[config.mk]
export PLATFORM = sky130hd
export DESIGN_NAME = mod_count_monitor_flat
export DESIGN_NICKNAME = d
export VERILOG_FILES = /design/src/rtl/mod_count_monitor_if.sv /design/src/rtl/mod_count_monitor.sv /design/src/flat_wrapper.sv
export SDC_FILE = /design/constraint.sdc
export NUM_CORES = 1
export LEC_CHECK = 0
export ABC_AREA = 1
export BUFFER_PORTS_ARGS = -buffer_cell sky130_fd_sc_hd__buf_2
export CORE_MARGIN = 4
export CORE_UTILIZATION = 56
export CTS_CLUSTER_DIAMETER = 40
export DETAILED_ROUTE_END_ITERATION = 12
export PLACE_DENSITY = 0.79
export SYNTH_ARGS = -nofsm -noshare
export SYNTH_HDL_FRONTEND = slang
export SYNTH_SLANG_ARGS = --single-unit
[constraint.sdc]
create_clock -name clk -period 1.9 [get_ports clk]
set_clock_uncertainty 0.05 [all_clocks]
set_input_delay 0.38 -clock clk [delete_from_list [all_inputs] [get_ports clk]]
set_output_delay 0.38 -clock clk [all_outputs]
set_load 0.03 [all_outputs]
[src/rtl/mod_count_monitor_if.sv]
// Count stream from an upstream mod-N counter into the sequence monitor,
// together with the monitor's status and statistics outputs.
interface mod_count_monitor_if #(
   parameter int W  = 3,
   parameter int CW = 8
);
   logic [W-1:0]  count_in;
   logic          count_valid;
   logic          stat_clr;
   logic          locked;
   logic          wrap_pulse;
   logic          err_pulse;
   logic          err_sticky;
   logic [CW-1:0] wrap_count;
   logic [CW-1:0] err_count;
   logic [W-1:0]  last_bad;

   // Counter / bench side: drives the count stream, observes status
   modport master (
      output count_in, count_valid, stat_clr,
      input  locked, wrap_pulse, err_pulse, err_sticky,
      input  wrap_count, err_count, last_bad
   );

   // Monitor side
   modport slave (
      input  count_in, count_valid, stat_clr,
      output locked, wrap_pulse, err_pulse, err_sticky,
      output wrap_count, err_count, last_bad
   );
endinterface

[src/rtl/mod_count_monitor.sv]
// Sequence checker for a mod-MOD counter. Locks onto 0,1,..,MOD-1,0,.. after
// one full correct period, then flags every broken step and every out-of-range
// value, and keeps saturating wrap/error statistics.
module mod_count_monitor #(
   parameter int MOD = 7,
   parameter int W   = 3,
   parameter int CW  = 8
) (
   input  logic            clk,
   input  logic            rst,
   mod_count_monitor_if.slave mon
);

   // W+1 bits so MOD == 2**W is representable without overflow
   localparam logic [W:0] MOD_W  = (W+1)'(MOD);
   localparam logic [W:0] MOD_M1 = (W+1)'(MOD - 1);

   typedef enum logic [1:0] {
      SEARCH  = 2'd0,
      ACQUIRE = 2'd1,
      LOCKED  = 2'd2
   } state_t;

   state_t        state, state_n;
   logic [W-1:0]  prev, prev_n;
   logic [W-1:0]  acq_cnt, acq_cnt_n;
   logic          wrap_ev, err_ev;

   logic          locked_r, wrap_pulse_r, err_pulse_r, err_sticky_r;
   logic [CW-1:0] wrap_count_r, err_count_r;
   logic [W-1:0]  last_bad_r;

   // Successor in the count sequence, wrapping at MOD-1
   function automatic logic [W-1:0] succ(input logic [W-1:0] v);
      if ({1'b0, v} == MOD_M1) return '0;
      else                     return v + 1'b1;
   endfunction

   // Saturating increment for the statistics counters
   function automatic logic [CW-1:0] sat_inc(input logic [CW-1:0] c);
      if (&c) return c;
      else    return c + 1'b1;
   endfunction

   // Statistics update: stat_clr wins over the old value but never over a new event
   function automatic logic [CW-1:0] stat_next(input logic [CW-1:0] c,
                                               input logic clr, input logic ev);
      if (clr)     return ev ? {{(CW-1){1'b0}}, 1'b1} : '0;
      else if (ev) return sat_inc(c);
      else         return c;
   endfunction

   // Next-state and event decode; nothing changes on cycles without count_valid
   always_comb begin
      logic [W-1:0] acq_inc;
      state_n   = state;
      prev_n    = prev;
      acq_cnt_n = acq_cnt;
      wrap_ev   = 1'b0;
      err_ev    = 1'b0;
      acq_inc   = acq_cnt + 1'b1;
      if (mon.count_valid) begin
         if ({1'b0, mon.count_in} >= MOD_W) begin
            err_ev  = 1'b1;
            state_n = SEARCH;
         end else begin
            case (state)
               SEARCH: begin
                  if (mon.count_in == '0) begin
                     state_n   = ACQUIRE;
                     prev_n    = '0;
                     acq_cnt_n = '0;
                  end
               end
               ACQUIRE: begin
                  if (mon.count_in == succ(prev)) begin
                     prev_n    = mon.count_in;
                     acq_cnt_n = acq_inc;
                     if ({1'b0, acq_inc} == MOD_M1) state_n = LOCKED;
                  end else begin
                     state_n = SEARCH;
                  end
               end
               LOCKED: begin
                  if (mon.count_in == succ(prev)) begin
                     prev_n  = mon.count_in;
                     wrap_ev = ({1'b0, prev} == MOD_M1);
                  end else begin
                     err_ev  = 1'b1;
                     state_n = SEARCH;
                  end
               end
               default: state_n = SEARCH;
            endcase
         end
      end
   end

   // Tracking state: FSM, last accepted value and acquisition progress
   always_ff @(posedge clk or posedge rst) begin
      if (rst) begin
         state   <= SEARCH;
         prev    <= '0;
         acq_cnt <= '0;
      end else begin
         state   <= state_n;
         prev    <= prev_n;
         acq_cnt <= acq_cnt_n;
      end
   end

   // Registered status pulses, sticky flag, statistics and captured bad value
   always_ff @(posedge clk or posedge rst) begin
      if (rst) begin
         locked_r     <= 1'b0;
         wrap_pulse_r <= 1'b0;
         err_pulse_r  <= 1'b0;
         err_sticky_r <= 1'b0;
         wrap_count_r <= '0;
         err_count_r  <= '0;
         last_bad_r   <= '0;
      end else begin
         locked_r     <= (state_n == LOCKED);
         wrap_pulse_r <= wrap_ev;
         err_pulse_r  <= err_ev;
         err_sticky_r <= mon.stat_clr ? err_ev : (err_sticky_r | err_ev);
         wrap_count_r <= stat_next(wrap_count_r, mon.stat_clr, wrap_ev);
         err_count_r  <= stat_next(err_count_r, mon.stat_clr, err_ev);
         if (err_ev) last_bad_r <= mon.count_in;
      end
   end

   assign mon.locked     = locked_r;
   assign mon.wrap_pulse = wrap_pulse_r;
   assign mon.err_pulse  = err_pulse_r;
   assign mon.err_sticky = err_sticky_r;
   assign mon.wrap_count = wrap_count_r;
   assign mon.err_count  = err_count_r;
   assign mon.last_bad   = last_bad_r;

endmodule

[src/flat_wrapper.sv]
// flat-port wrapper written by rule: the top's interface ports become plain ports
module mod_count_monitor_flat 
#(
   parameter int MOD = 7,
   parameter int W   = 3,
   parameter int CW  = 8
)
  (clk, rst, mon_count_in, mon_count_valid, mon_stat_clr, mon_locked, mon_wrap_pulse, mon_err_pulse, mon_err_sticky, mon_wrap_count, mon_err_count, mon_last_bad);
  mod_count_monitor_if #(.W(W), .CW(CW)) mon_i ();
  input  logic clk;
  input  logic rst;
  input wire logic [$bits(mon_i.count_in)-1:0] mon_count_in;
  input wire logic [$bits(mon_i.count_valid)-1:0] mon_count_valid;
  input wire logic [$bits(mon_i.stat_clr)-1:0] mon_stat_clr;
  output wire logic [$bits(mon_i.locked)-1:0] mon_locked;
  output wire logic [$bits(mon_i.wrap_pulse)-1:0] mon_wrap_pulse;
  output wire logic [$bits(mon_i.err_pulse)-1:0] mon_err_pulse;
  output wire logic [$bits(mon_i.err_sticky)-1:0] mon_err_sticky;
  output wire logic [$bits(mon_i.wrap_count)-1:0] mon_wrap_count;
  output wire logic [$bits(mon_i.err_count)-1:0] mon_err_count;
  output wire logic [$bits(mon_i.last_bad)-1:0] mon_last_bad;
  assign mon_i.count_in = mon_count_in;
  assign mon_i.count_valid = mon_count_valid;
  assign mon_i.stat_clr = mon_stat_clr;
  assign mon_locked = mon_i.locked;
  assign mon_wrap_pulse = mon_i.wrap_pulse;
  assign mon_err_pulse = mon_i.err_pulse;
  assign mon_err_sticky = mon_i.err_sticky;
  assign mon_wrap_count = mon_i.wrap_count;
  assign mon_err_count = mon_i.err_count;
  assign mon_last_bad = mon_i.last_bad;
  mod_count_monitor #(.MOD(MOD), .W(W), .CW(CW)) u_core (.clk(clk), .rst(rst), .mon(mon_i));
endmodule
# After elaboration in Yosys (flattened, before gate mapping)
# Index checks and enable logic that the tools add are counted.
dict set report classes {
  addsub 4
  n_mul 0
  div_mod_pow 0
  magnitude_cmp 1
  eq_ne 12
  n_shift 0
  mux 37
  n_bitwise 2
  n_reduce_logical 12
}
# operator count
set ops {}
lappend ops {{2-to-1 mux 8 bit} 6}
lappend ops {{2-to-1 mux 3 bit} 11}
lappend ops {{adder 8 x 1 -> 8 bit (second input constant)} 2}
lappend ops {{AND reduction 8 bit} 2}
lappend ops {{2-to-1 mux 2 bit} 6}
lappend ops {{2-to-1 mux 1 bit} 11}
lappend ops {{case mux 3 bit (3 select lines)} 1}
lappend ops {{adder 3 x 1 -> 3 bit (second input constant)} 2}
lappend ops {{equality test 3 bit} 2}
lappend ops {{equality test 3 bit (second input constant)} 2}
lappend ops {{!= test 2 x 1 -> 1 bit (second input constant)} 3}
lappend ops {{case mux 2 bit (3 select lines)} 1}
lappend ops {{case mux 3 bit (2 select lines)} 1}
lappend ops {{AND reduction 6 bit} 1}
lappend ops {{nonzero test 2 bit} 3}
lappend ops {{AND reduction 5 bit} 1}
lappend ops {{equality test 2 bit (second input constant)} 2}
lappend ops {{!= test 2 bit (second input constant)} 2}
lappend ops {{AND reduction 2 bit} 2}
lappend ops {{greater-or-equal comparator 3 bit (second input constant)} 1}
lappend ops {{zero test 3 bit} 1}
lappend ops {{nonzero test 3 bit} 1}
lappend ops {{equality test 2 x 1 -> 1 bit (second input constant)} 1}
lappend ops {{zero test 2 bit} 1}
lappend ops {{2 further kinds} 2}
dict set report totals {
  reg_bits 31
  latchBits 0
  mem_bits_rw 0
  rom_bits 0
  inputBits 7
  memories 0
}

# Logic depth before layout (Yosys ltp)
# Gate-level depths: netlist of run 1.
dict set report depth {
  ltp_word 12
  depth_mapped 12
  ltp_nobuf 12
}

# Least setup slack after synthesis of run 1
# OpenSTA, ideal clock, no wires.
dict set report synth_timing {
  path_kind {register to register}
  startpoint {register u_core.err_count_r[0] (netlist: u_core.mon.err_count[0])}
  endpoint {register u_core.err_count_r[3] (netlist: u_core.mon.err_count[3])}
  setup_ns 0.118
  arrival_ns 1.585
  required_ns 1.732
  slack_ns 0.148
  path_stages_with_launch 11
  path_cell_list {dfrtp_1 -> ha_1 -> nand2_1 -> inv_1 -> nand4_1 -> nor2_1 -> nand2_1 -> nand3_4 -> nand2_4 -> nand2_2 -> nand2_1}
}
dict set report synth_via {
  elab_chain_cells 4
  word_cells_on_any_way 7
}
# item line_no
set synth_rtl {}
lappend synth_rtl {{start, declared} mod_count_monitor.sv:30} ;# logic [CW-1:0] wrap_count_r, err_count_r;
lappend synth_rtl {{start signal, assigned} mod_count_monitor.sv:128} ;# err_count_r <= stat_next(err_count_r, mon.stat_clr, err_ev);
lappend synth_rtl {{adder 8 x 1 -> 8 bit} mod_count_monitor.sv:42} ;# else return c + 1'b1;
lappend synth_rtl {{2-to-1 mux 8 bit} mod_count_monitor.sv:41} ;# if (&c) return c;
lappend synth_rtl {{2-to-1 mux 8 bit} mod_count_monitor.sv:49} ;# else if (ev) return sat_inc(c);
lappend synth_rtl {{2-to-1 mux 8 bit} mod_count_monitor.sv:48} ;# if (clr) return ev ? {{(CW-1){1'b0}}, 1'b1} : '0;
# Parallel ways exist; a longest one is shown, timed or not. The select of a mux whose other input is x is not followed.
# A chain may end at the register's enable or synchronous reset.

# Final worst setup path of run 1
dict set report layout_timing {
  startpoint {register u_core.err_count_r[0] (netlist: u_core.mon.err_count[0])}
  endpoint {register u_core.err_count_r[4] (netlist: u_core.mon.err_count[4])}
}
# The elaborated chain is that of the path after synthesis.

==> qor.yml, run 1 <==
grt:
  grtUsageTotal: 0.208
  grt_pass1_wl_mm: 7.06
  antenna_found_initial: 0
  grt_max_degree: 32
  grt-ovfl-total: 0
  first_global_vias: 1599
critical_path:
  worst-path-max-fanout: 9
  cp-start-kind: "register"
  endpoint_kind: "register"
  ff2ff_path_depth: 10
  worstReg2RegStart: "u_core.mon.err_count[0]"
  r2r_end: "u_core.mon.err_count[4]"
  crit_required_ns: 2.08
  criticalPathCategory: "reg -> reg"
  reg2reg_slack_ns: 0.16
  cp_data_arrival_time_ns: 1.92
power:
  power_mw: 1.79
  p_leak_nw: 1.19
  cellPowerDensity_nw_per_um2: 817
  vdd_ir_drop_max_v: 0.000522
sta:
  setup_tns_ns: 0
  slew_headroom: 0.750
  hold_ws_ns: 0.0437
  setup_violations: 0
  rsz0062_at_grt: "false"
  max_freq_mhz: 575
  period_share: 0.916
  finalMaxSlewViolations: 0
  final_hold_viol_count: 0
  min_period_ns: 1.74
  fin_ws_ns: 0.160
  worst_pin_slew_ns: 0.375
cells_and_area:
  diodes: 0
  drive_above_1_share: 0.232
  nets: 290
  syn_to_final_growth_pct: 15.2
  finish.cell_count_without_fillers: 320
synth:
  synthCells: 240
  syn_nets: 255
  yosys_warnings: 0
  netlist_area_um2: 1900
  postSynth.asyncResetShare: 1.00
  synth.most_common_cell: "nand2_1"
  ys_seq_area_frac: 0.409
  ys_types: 26
  synth_seq_cells: 31
  synth-edff-count: 0
  synth_common_cells: "64 x nand2_1, 31 x dfrtp_1, 27 x inv_1"
  synth.top_cell.area_share: 0.409
  synth_area_leaders: "dfrtp_1 41%, nand2_1 13%, nand3_1 5.8%"
  synth_area_per_cell_um2: 7.90
  synthFlopType: "dfrtp_1"
  synth_largest_area_cell: "dfrtp_1"
route:
  vias_per_cell: 5.08
  num_vias: 1625
  drtPass1Iterations: 4
  drtAntennaViolNets: 0
  initialDrtViolationCount: 132
  drcViolationCount: 0
  wire_per_inst_um: 11.9
  routed_wl_mm: 3.82
placed_design:
  port_buffers: 29
  place_congestion: 0.858
  place_ws_ns: 0.125
  hpwlAfterDp_mm: 2.86
  dp.cells: 312
clocking:
  cts_inserted_buffers: 5
  cts_setup_buffers: 0
  htree_levels: 2
  cts_num_sinks: 31
  cts_tree: "done"
  clk_path_buf_depth: 2
  insertion_delay_ns: 0.34
  root_buffer: "clkbuf_4"
  clkTransAtPathRegs_ns: 0.11
floorplan:
  initial_core_util: 0.601
  ioPinCount: 30
  row_count: 20
  die_area_um2: 4380
  dieHeight_um: 66.2
  core_area_um2: 3150
  die_x_um: 66.2
min_path:
  min_path_type: "in -> async"
flow_run:
  maxCapViolCount: 0
run_status:
  outcome: "completed"
metrics by stage:
step	cell area, um2	util
after floorplan	1900	-
after global placement	2100	0.665
after detailed placement	2100	0.665
after CTS	2180	0.692
after global routing	2180	0.693
final	2180	0.693
state kept, by name, indices dropped and copies added, names as in the netlist:
name and count:
u_core.acq_cnt 3, u_core.mon.err_count 8, u_core.mon.err_pulse 1, u_core.mon.err_sticky 1
u_core.mon.last_bad 3, u_core.mon.locked 1, u_core.mon.wrap_count 8, u_core.mon.wrap_pulse 1
u_core.prev 3, u_core.state 2
repair_timing:
| action | CTS | global route |
|---|---|---|
| setup endpoints to repair | 0 | 6 |
| gates resized for setup | 0 | 1 |
| hold buffers | 0 | 0 |
power breakdown:
group          internal (mW)  total [mW]  switching (mW)
sequential             0.723       0.778          0.0549
combinational          0.149       0.456           0.307
clock                  0.311       0.551           0.240
metal layers:
layer  GRT usage  share of wire  routed length, um  up-vias
met1       0.278           0.47               1800      746
li1            -              -                  -      833
met2       0.326           0.46               1760       39
met5           0              0                  0        -
met3      0.0510          0.054                208        7
met4      0.0761          0.016                 60        0
worst max-delay path by stage:
stage,start,end,slack (ns)
after floorplan,u_core.mon.err_count[0],u_core.mon.err_count[3],0.15
after global placement,u_core.state[0],u_core.mon.wrap_count[1],0.16
after detailed placement,u_core.state[0],u_core.mon.wrap_count[2],0.12
after CTS,u_core.state[0],u_core.mon.wrap_count[2],0.11
after global routing,u_core.mon.err_count[0],u_core.mon.err_count[4],0.01
final,u_core.mon.err_count[0],u_core.mon.err_count[4],0.16
final cells by class:
type	instances	area, um2
sequential	31	776
multi-input combinational	176	995
tap	44	55.1
inverter	30	113
timing repair buffer	31	160
fill	281	968
clock inverter	2	35.0
clock buffer	6	51.3
layout by cell type (no fill, tap or decap), drive strengths merged, types with 4 or more instances in the layout:
cell type | netlist | routed
nor3 | 6 | 6
o21ai | 8 | 8
nor2 | 23 | 23
nand2 | 79 | 79
nand4 | 4 | 4
xor2 | 6 | 6
clkbuf | 2 | 6
xnor2 | 4 | 4
inv | 29 | 29
ha | 8 | 8
buf | 1 | 31
o31ai | 6 | 6
nand3 | 25 | 25
dfrtp | 31 | 31
cell families (layout without fill, tap and decap cells):
kind of cell               after synthesis  count (layout)  synth area share
xor gates and xnor gates                10              10            0.0462
DFF                                     31              31             0.409
AOI/OAI and AO/OA                       18              18            0.0587
buffers and inverters                   33              69            0.0673
and+or+nand+nor                        140             140             0.366
adders and majority gates                8               8            0.0528
worst max-delay path, cell delays in order, from the launching register on:
cell and delay (ns):
dfrtp_1 0.42, ha_1 0.21, nand2_1 0.06, inv_1 0.07, nand4_1 0.11, nor2_1 0.16
nand2_1 0.13, nand3_4 0.17, nand2_4 0.12, nand2_2 0.07, nand2_1 0.05
Power figures use the tool's default switching activity.
==> run 2, diff against run 1 <==
- REMOVE_ABC_BUFFERS: not set -> 1
==> run 2 against run 1 <==
Sequential cell count stayed put. Critical path depth stayed put. First-iteration DRC count is 18% lower. Maximum frequency is 2.9% higher. Utilization is 0.75 points lower. Sequential power hardly changed. Final area is 1.1% lower. Sequential share of layout area is 0.39 points higher. Final cell count is 0.63% higher. Largest cell class unchanged. Highest routed layer unchanged.
==> qor.yml, run 2 (synthesis results as in run 1) <==
run_status:
  outcome: "completed"
min_path:
  min_path_type: "in -> async"
clocking:
  cts_inserted_buffers: 5
  insertion_delay_ns: 0.31
  clkTransAtPathRegs_ns: 0.09
  cts_num_sinks: 31
  hold_buffers: 0
  cts_repair_resize_count: 0
  cts_setup_buffers: 0
  cts_tree: "done"
  root_buffer: "clkbuf_4"
  clk_path_buf_depth: 2
  htree_levels: 2
grt:
  grt_busiest_layer: "met2"
  first_global_vias: 1452
  grt-ovfl-total: 0
  antenna_found_initial: 0
  use_met1: 0.252
  grt_util_met2: 0.290
  grt_max_degree: 32
  grt_pass1_wl_mm: 6.36
  grtUsageTotal: 0.185
  grt_use_met3: 0.0493
route:
  drtAntennaViolNets: 0
  drcViolationCount: 0
  wire_per_inst_um: 11.3
  num_vias: 1611
  drtPass1Iterations: 4
  initialDrtViolationCount: 108
  routed_wl_mm: 3.62
  vias_per_cell: 5.00
floorplan:
  row_count: 20
  dieHeight_um: 66.2
  initial_core_util: 0.601
  ioPinCount: 30
  die_x_um: 66.2
  die_area_um2: 4380
  core_area_um2: 3150
cells_and_area:
  multi_input_area_um2: 992
  final_common_cell: "nand2_1"
  num-fill-cells: 287
  layout_common_cells: "64 x nand2_1, 31 x dfrtp_1, 29 x buf_2"
  nets: 292
  syn_to_final_growth_pct: 14.0
  drive_above_1_share: 0.227
  regArea_um2: 776
  diodes: 0
sta:
  slew_headroom: 0.748
  max_freq_mhz: 591
  min_period_ns: 1.69
  period_share: 0.890
  final_hold_viol_count: 0
  setup_tns_ns: 0
  finalMaxSlewViolations: 0
  setup_violations: 0
  rsz0062_at_grt: "false"
  worst_pin_slew_ns: 0.379
power:
  power_mw: 1.59
  p_leak_nw: 1.18
  vdd_ir_drop_max_v: 0.000602
  switching_share: 0.359
  p_switching_uw: 572
  internal_power_mw: 1.02
  power_frac_seq: 0.487
  cellPowerDensity_nw_per_um2: 737
  p_comb_frac: 0.292
  clock_power_share: 0.222
placed_design:
  hpwlAfterDp_mm: 2.73
  place_congestion: 0.837
  port_buffers: 29
critical_path:
  crit_path_frequent_cell: "nand2_1"
  critPathBufInv: 1
  cp-start-kind: "register"
  slowest_delay_ns: 0.42
  crit_chain: "ha_1, nand2_1, inv_1, nand4_1, nor2_1, nand2_1, nand3_4, nand2_4, nand2_2, nand2_1"
  critPathTopFamily: "simple AND/OR/NAND/NOR gates"
  cp_data_arrival_time_ns: 1.85
  worst-path-max-fanout: 9
  endpoint_kind: "register"
  criticalPathCategory: "reg -> reg"
  crit_required_ns: 2.06
  slowest_stage: "dfrtp_1"
flow_run:
  maxCapViolCount: 0
## run 2: stage by stage
stage                      util  setup slack (ns)  hold WS (ns)  cells  instance area (um2)
after floorplan               -             0.140         0.422    237                 1880
after global placement    0.669             0.261         0.411    314                 2110
after detailed placement  0.669             0.226         0.411    314                 2110
after CTS                 0.685             0.198        0.0824    322                 2160
after global routing      0.685            0.0287        0.0969    322                 2160
final                     0.685             0.209        0.0714    322                 2160
## run 2: per-layer routing
| layer | up-vias | wire (um) |
|---|---|---|
| li1 | 843 | - |
| met1 | 732 | 1700 |
| met2 | 32 | 1720 |
| met3 | 4 | 180 |
| met4 | 0 | 28 |
| met5 | - | 0 |
## run 2: final timing paths
kind / startpoint / to / slack (ns) / cells after the start
setup / recovery: u_core.mon.err_count[1] / u_core.mon.err_count[7] / 0.21 / 10
hold / removal: rst / u_core.mon.wrap_count[4] / 0.07 / 3
setup reg to reg: u_core.mon.err_count[1] / u_core.mon.err_count[7] / 0.21 / 10
hold reg to reg: u_core.mon.err_sticky / u_core.mon.err_sticky / 0.43 / 2
max in group asynchronous: rst / u_core.acq_cnt[1] / 1.45 / 3
min in group clk: mon_count_valid / u_core.mon.err_count[0] / 0.37 / 3
## run 2: final cells by class
class                           instances  share of cell area
Clock buffer                            7              0.0208
Multi-Input combinational cell        176               0.459
Inverter                               30              0.0521
Timing Repair Buffer                   33              0.0811
Clock inverter                          1             0.00232
Tap cell                               44              0.0255
Sequential cell                        31               0.359
## run 2: power groups by stage
stage          Sequential, mW  Combinational (mW)  Clock [mW]
6_report                0.775               0.464       0.353
5_1_grt                 0.787               0.524       0.392
4_1_cts                 0.776               0.468       0.365
3_5_place_dp            0.788               0.466           0
3_3_place_gp            0.786               0.457           0
2_1_floorplan           0.828               0.306           0
## run 2: worst reg2reg max path, delay by kind of cell (launching register included)
kind / cells / cell delay, ns
adders and majority gates: 1 / 0.21
DFF: 1 / 0.42
buffers and inverters: 1 / 0.07
and+or+nand+nor: 8 / 0.85
==> run 3, diff against run 2 <==
- CORE_ASPECT_RATIO: not set -> 0.5
- PLACE_DENSITY: 0.79 -> not set
- PLACE_DENSITY_LB_ADDON: not set -> 0.25
- TNS_END_PERCENT: not set -> 100
==> run 3 against run 2 <==
Final cell count is 0.93% lower. Sequential cell count is the same. Global-route usage increased by 0.75 points. Critical path type unchanged. Largest power group unchanged.
==> qor.yml, run 3 (synthesis results as in run 1) <==
run_status:
  outcome: "completed"
sta:
  max_freq_mhz: 576
  slew_headroom: 0.745
  fin_ws_ns: 0.165
  hold_ws_ns: 0.108
  worst_pin_slew_ns: 0.383
  period_share: 0.913
  rsz0062_at_grt: "false"
  final_hold_viol_count: 0
  setup_tns_ns: 0
  finalMaxSlewViolations: 0
  setup_violations: 0
  min_period_ns: 1.73
critical_path:
  cp_data_arrival_time_ns: 1.92
  reg2reg_slack_ns: 0.17
  worstReg2RegStart: "u_core.mon.wrap_count[0]"
  cp-start-kind: "register"
  crit_required_ns: 2.08
  criticalPathCategory: "reg -> reg"
  endpoint_kind: "register"
  r2r_end: "u_core.mon.wrap_count[1]"
  ff2ff_path_depth: 11
  worst-path-max-fanout: 9
grt:
  first_global_vias: 1556
  grt_pass1_wl_mm: 6.97
  grt-ovfl-total: 0
  grt_max_degree: 32
  antenna_found_initial: 0
  grtUsageTotal: 0.192
clocking:
  clkTransAtPathRegs_ns: 0.07
  htree_levels: 2
  clk_path_buf_depth: 2
  cts_tree: "done"
  cts_inserted_buffers: 5
  cts_num_sinks: 31
  insertion_delay_ns: 0.28
  root_buffer: "clkbuf_8"
floorplan:
  dieHeight_um: 49.1
  row_count: 14
  core_area_um2: 3120
  die_x_um: 90.3
  die_area_um2: 4440
  ioPinCount: 30
  initial_core_util: 0.608
power:
  p_comb_frac: 0.266
  internal_power_mw: 1.13
  clock_power_share: 0.288
  power_mw: 1.74
  switching_share: 0.349
  power_frac_seq: 0.446
  vdd_ir_drop_max_v: 0.000579
  p_leak_nw: 1.20
  cellPowerDensity_nw_per_um2: 792
  p_switching_uw: 607
cells_and_area:
  final_common_cell: "nand2_1"
  finish.cell_count_without_fillers: 319
  diodes: 0
  design_area_um2: 2200
  nets: 293
  drive_above_1_share: 0.237
  final_core_util: 0.705
  layout_common_cells: "64 x nand2_1, 31 x dfrtp_1, 29 x buf_2"
  syn_to_final_growth_pct: 16.0
route:
  routed_wl_mm: 3.97
  num_vias: 1670
  drtPass1Iterations: 4
  drcViolationCount: 0
  vias_per_cell: 5.24
  wire_per_inst_um: 12.4
  initialDrtViolationCount: 71
  drtAntennaViolNets: 0
placed_design:
  place_area_um2: 2100
  place_congestion: 0.892
  port_buffers: 29
  hpwlAfterDp_mm: 2.88
  dp.cells: 309
  place_ws_ns: 0.149
min_path:
  min_path_type: "in -> async"
flow_run:
  maxCapViolCount: 0
==> run 3: what timing repair did <==
item | in CTS | in global routing
buffers inserted | 0 | 2
setup endpoints to repair | 0 | 5
endpoints found under the hold margin | 0 | 0
gates resized for setup | 0 | 2
hold buffers | 0 | 0
==> run 3: worst max-delay path, cell delays in order, from the launching register on <==
cell and delay, ns:
dfrtp_1 0.43, ha_1 0.23, nand2_1 0.08, inv_1 0.08, nand3_1 0.11, nor2_1 0.13, nand2_1 0.11, nand3_4 0.11
nand2_4 0.09, inv_2 0.12, nand2_1 0.06, nand2_1 0.06
==> run 3: power groups by stage <==
stage / Combinational (mW) / Clock, mW / Sequential [mW]
global route: 0.531 / 0.543 / 0.782
global placement: 0.446 / 0 / 0.785
detailed placement: 0.457 / 0 / 0.789
floorplan: 0.306 / 0 / 0.828
finish: 0.464 / 0.502 / 0.776
CTS: 0.460 / 0.510 / 0.778
==> run 3: worst max-delay path by stage <==
| stage | cells past startpoint | slack (ns) | start | end |
|---|---|---|---|---|
| 6_report | 11 | 0.17 | u_core.mon.wrap_count[0] | u_core.mon.wrap_count[1] |
| 3_3_place_gp | 9 | 0.16 | u_core.state[0] | u_core.mon.wrap_count[1] |
| 3_5_place_dp | 9 | 0.15 | u_core.state[0] | u_core.mon.wrap_count[1] |
| 5_1_grt | 6 | 0.009 | u_core.state[1] | u_core.acq_cnt[1] |
| 2_1_floorplan | 10 | 0.14 | u_core.mon.err_count[0] | u_core.mon.err_count[1] |
| 4_1_cts | 9 | 0.14 | u_core.state[0] | u_core.mon.wrap_count[1] |
==> run 3: metal layers <==
metal  GRT usage  share of wire  vias up
met5           0              0        -
li1            -              -      840
met2       0.305           0.47       43
met3      0.0570          0.053        6
met1       0.260           0.46      781
met4      0.0457          0.010        0
==> run 3: final cells by class <==
type,count,area (um2)
Timing Repair Buffer,34,183
Multi-Input combinational cell,176,997
Sequential cell,31,776
Tap cell,40,50.0
Fill cell,258,918
Clock inverter,1,5.00
Clock buffer,7,76.3
Inverter,30,113
